### config.mk
export PLATFORM = sky130hd
export DESIGN_NAME = dmem_sram_bridge
export DESIGN_NICKNAME = d
export VERILOG_FILES = /design/src/rtl/dmem_sram_bridge.sv
export SDC_FILE = /design/constraint.sdc
export NUM_CORES = 1
export LEC_CHECK = 0
export BUFFER_PORTS_ARGS = -buffer_cell sky130_fd_sc_hd__buf_2
export CELL_PAD_IN_SITES_DETAIL_PLACEMENT = 0
export CELL_PAD_IN_SITES_GLOBAL_PLACEMENT = 2
export CORE_MARGIN = 1.5
export CORE_UTILIZATION = 29
export DETAILED_ROUTE_END_ITERATION = 16
export HOLD_SLACK_MARGIN = 0.02
export PLACE_DENSITY_LB_ADDON = 0.1
export SLEW_MARGIN = 5
export SYNTH_ARGS = -nofsm -noshare
export SYNTH_HDL_FRONTEND = slang
export SYNTH_SLANG_ARGS = --single-unit
### constraint.sdc
create_clock -name clk -period 1.7 [get_ports clk]
set_input_delay 0 -clock clk [delete_from_list [all_inputs] [get_ports clk]]
set_output_delay 0 -clock clk [all_outputs]
set_load 0.02 [all_outputs]
### src/rtl/dmem_sram_bridge.sv
// Bridges the MEM-stage data access onto an SRAM-like bus (addr_ok/data_ok handshake).
// Holds one transaction at a time and stalls the pipeline until it completes.
module dmem_sram_bridge (
   input  logic        clk,
   input  logic        rst,
   input  logic        mem_en,
   input  logic        mem_we,
   input  logic [3:0]  mem_sel,
   input  logic [1:0]  mem_size,
   input  logic [31:0] mem_addr,
   input  logic [31:0] mem_wdata,
   input  logic        mem_flush,
   input  logic        mem_stall,
   output logic [31:0] mem_rdata,
   output logic        stallreq_from_mem,
   output logic        data_req,
   output logic        data_wr,
   output logic [1:0]  data_size,
   output logic [31:0] data_addr,
   output logic [31:0] data_wdata,
   output logic [3:0]  data_wstrb,
   input  logic        data_addr_ok,
   input  logic        data_data_ok,
   input  logic [31:0] data_rdata
);

   typedef enum logic [1:0] {IDLE, ADDR, DATA, DONE} state_t;

   state_t      state_reg, state_next;
   logic        discard_reg, discard_next;
   logic        req_we_reg;
   logic [1:0]  req_size_reg;
   logic [31:0] req_addr_reg;
   logic [31:0] req_wdata_reg;
   logic [3:0]  req_sel_reg;
   logic [31:0] rdata_reg;

   logic accept;
   logic resp_ok;
   logic drop;
   logic capture;

   assign accept  = (state_reg == IDLE) & mem_en & ~mem_flush;
   // Response only counts once the address phase has been accepted.
   assign resp_ok = data_data_ok &
                    (((state_reg == ADDR) & data_addr_ok) | (state_reg == DATA));
   assign drop    = discard_reg | mem_flush;
   assign capture = resp_ok & ~req_we_reg & ~drop;

   always_ff @(posedge clk or negedge rst) begin
      if (!rst) begin
         state_reg   <= IDLE;
         discard_reg <= 1'b0;
      end else begin
         state_reg   <= state_next;
         discard_reg <= discard_next;
      end
   end

   always_comb begin
      state_next   = state_reg;
      discard_next = discard_reg;
      case (state_reg)
         IDLE: begin
            if (accept) state_next = ADDR;
         end
         ADDR: begin
            if (data_addr_ok) begin
               if (data_data_ok) begin
                  state_next = drop ? IDLE : DONE;
               end else begin
                  state_next = DATA;
                  if (mem_flush) discard_next = 1'b1;
               end
            end else if (mem_flush) begin
               state_next = IDLE;
            end
         end
         DATA: begin
            if (data_data_ok)   state_next   = drop ? IDLE : DONE;
            else if (mem_flush) discard_next = 1'b1;
         end
         DONE: begin
            if (!mem_stall) state_next = IDLE;
         end
         default: state_next = IDLE;
      endcase
      if (state_next == IDLE) discard_next = 1'b0;
   end

   always_comb begin
      data_req          = (state_reg == ADDR);
      stallreq_from_mem = accept | (state_reg == ADDR) | (state_reg == DATA);
   end

   always_ff @(posedge clk or negedge rst) begin
      if (!rst) begin
         req_we_reg    <= 1'b0;
         req_size_reg  <= 2'd0;
         req_addr_reg  <= 32'd0;
         req_wdata_reg <= 32'd0;
         req_sel_reg   <= 4'd0;
         rdata_reg     <= 32'd0;
      end else begin
         if (accept) begin
            req_we_reg    <= mem_we;
            req_size_reg  <= mem_size;
            req_addr_reg  <= mem_addr;
            req_wdata_reg <= mem_wdata;
            req_sel_reg   <= mem_sel;
         end
         if (capture) rdata_reg <= data_rdata;
      end
   end

   assign data_wr    = req_we_reg;
   assign data_size  = req_size_reg;
   assign data_addr  = req_addr_reg;
   assign data_wdata = req_wdata_reg;
   assign data_wstrb = req_sel_reg;
   assign mem_rdata  = rdata_reg;

endmodule
==> flow_summary.ini <==
[placement]
dpl.hpwl_mm = 7.33
gp_congestion = 0.774
pre_cts_ws_ns = 0.0646
dp_cells = 632
portBuffers = 214

[final_layout]
final_cells = 756
register_area_um2 = 2650
area_delta_synth_final_pct = 67.3
multi_input_area_um2 = 1400
layout.nets = 681
nFillCells = 1254
n_antenna_cell = 0
layout-drive-gt1-share_pct = 50.7

[power]
switchingPower_uw = 4380
swShare_pct = 36.9
pwr-share-comb_pct = 44.4
power.share.sequential_pct = 36.9
internal_power_uw = 7500
peakVddDrop_uv = 715
power_density_nw_per_um2 = 1700
cellLeakagePower_uw = 0.00340
clockPowerShare_pct = 18.7

[flow_run]
cap_viol_max_count = 0

[floorplanning]
die_x_um = 123
num_rows = 43
die_h_um = 123
core_area_um2 = 13900
initial_core_util_pct = 29.9
io_pins = 215
dieArea_um2 = 15100

[hold_path]
hp-start = data_addr_ok
hp-class = in2reg

[global_routing]
grt_use_total_pct = 14.4
grt_max_degree = 46
grt_pass1_vias = 3437
grt_pass1_wl_mm = 16.7
grt-ovfl-total = 0
antenna_found_initial = 0

[routing]
drc = 0
via_count = 3200
firstDrtPassIters = 4
via_per_inst = 4.23
ant_nets = 0
drt_iter0_markers = 82
wl_per_cell_um = 14.3
routed_wl_mm = 10.8

[sta]
max_freq_mhz = 618
timing_hold_violations_final = 0
drv_slew = 0
skew_ns = 0.00482
slew_headroom_pct = 66.8
worst-slew-pin-transition_ns = 0.498
post-route-min-period_ns = 1.62
finalCritPeriodShare_pct = 95.2
setup_ws_ns = 0.0822
finalSetupViolCount = 0

[setup_path]
slowest_stage = dfrtp_1
rr_startpoint = state_reg[1]$_DFF_PN0_
required_ns = 1.70
worstSetupEndpointType = primary output
crit_path_cell_trace = nor4b_4, buf_4, buf_12, or3_1, buf_6
cp_data_arrival_time_ns = 1.62
path_max_fanout = 5
slowest_delay_ns = 0.43
criticalPathCategory = reg2out
worstSetupStartpoint = state_reg[0]$_DFF_PN0_
setup.worst_path.start_class = flip-flop

[clock_tree]
h-tree-depth = 3
clockRootBuffer = clkbuf_16
path_clk_slew_ns = 0.06
numClockSinks = 106
numCtsBuffers = 9
clk_latency_ns = 0.34
cts_tree = yes
clk_path_buf_depth = 2

[logic_synthesis]
yosysWarningCount = 0
syn_inst = 239
yosysSeqAreaShare_pct = 63.6
synth_fp_nets = 349
synth_seq_cells = 106
synth_area_um2 = 4170
syn_area_per_cell_um2 = 17.4
synth_cell_types = 21

[outcome]
status = complete, no violations
==> final timing paths <==
path,to,slack (ns),cells past startpoint
max,stallreq_from_mem,0.08,5
min,state_reg[0]$_DFF_PN0_,0.05,4
max reg2reg,data_addr[27]$_DFFE_PN0P_,0.09,4
min reg2reg,data_wdata[16]$_DFFE_PN0P_,0.48,1
max in group asynchronous,state_reg[1]$_DFF_PN0_,0.92,3
min in group asynchronous,mem_rdata[27]$_DFFE_PN0P_,0.17,2
==> critical path: cells and delay by family, from the launching register on <==
kind / cells / cell delay, ns
flops: 1 / 0.43
simple gates: 2 / 0.43
buf+inv: 3 / 0.42
==> cells in the final DEF (no fill, tap or decap), drive strengths merged, types with 2 or more instances in the layout <==
cell type    count
nor2b            2
bufinv           2
nand2            2
clkinv           2
o21ai            2
mux2           102
buf            226
dfrtp          106
clkbuf          12
inv              2
nor2             3
dlygate4sd3    105
==> synthesized netlist by cell type <==
cell / n / area (µm²)
o21bai_1: 1 / 7.51
dfrtp_1: 106 / 2650
mux2_2: 15 / 169
o21ai_0: 2 / 10.0
buf_12: 3 / 60.1
nor4b_2: 1 / 15.0
buf_4: 6 / 45.0
buf_2: 2 / 10.0
inv_1: 2 / 7.51
and3_2: 1 / 7.51
and2b_2: 1 / 8.76
mux2_1: 57 / 642
mux2_4: 30 / 450
nor2_1: 3 / 11.3
nor2b_1: 2 / 12.5
a211oi_1: 1 / 7.51
o32ai_1: 1 / 8.76
nand2_1: 2 / 7.51
and3b_1: 1 / 8.76
or3_1: 1 / 6.26
o2111a_4: 1 / 20.0
==> kinds of logic after synthesis <==
| kind of cell | share of synthesized area [%] |
|---|---|
| compound gates | 1.29 |
| buf+inv | 2.94 |
| flops | 63.6 |
| mux | 30.3 |
| simple gates | 1.86 |
==> metal layers <==
metal | track usage (%) | vias to the layer above | wire, µm
li1 | - | 1506 | -
met1 | 17.1 | 1561 | 4390
met2 | 23.4 | 120 | 5310
met3 | 5.67 | 13 | 917
met4 | 5.31 | 0 | 199
met5 | 0 | - | 0
==> through the flow <==
stage | hold WS, ns | total power [µW] | utilization, % | setup TNS (ns) | instance area [µm²]
final | 0.0528 | 11900 | 50.0 | 0 | 6970
after global routing | 0.0620 | 12600 | 50.0 | -0.00624 | 6970
after CTS | 0.0289 | 12000 | 49.8 | 0 | 6930
after detailed placement | 0.00646 | 9500 | 39.7 | 0 | 5540
after global placement | 0.00600 | 9420 | 39.7 | 0 | 5540
after floorplan | -0.296 | 7580 | - | 0 | 4170
==> layout make-up <==
type	count	area share [%]
Tap cell	180	3.23
Multi-Input combinational cell	120	20.1
Clock inverter	5	1.11
Sequential cell	106	38.1
Clock buffer	11	3.48
Timing Repair Buffer	332	33.9
Inverter	2	0.108
==> repair_timing <==
item / in CTS / in global routing
hold buffers: 105 / 0
pin swaps: 1 / 1
gates resized for setup: 2 / 2
endpoints found under the hold margin: 140 / 0
cloned: 0 / 1
setup endpoints to repair: 1 / 13
setup buffers: 1 / 1
==> power groups by stage <==
stage	registers (µW)	clock network, µW	logic [µW]
after floorplan	5970	0	1600
after global placement	4390	0	5020
after detailed placement	4420	0	5070
after CTS	4400	2310	5320
after global routing	4580	2410	5660
final	4380	2220	5270
No activity file was read; power rests on OpenSTA's default activity.
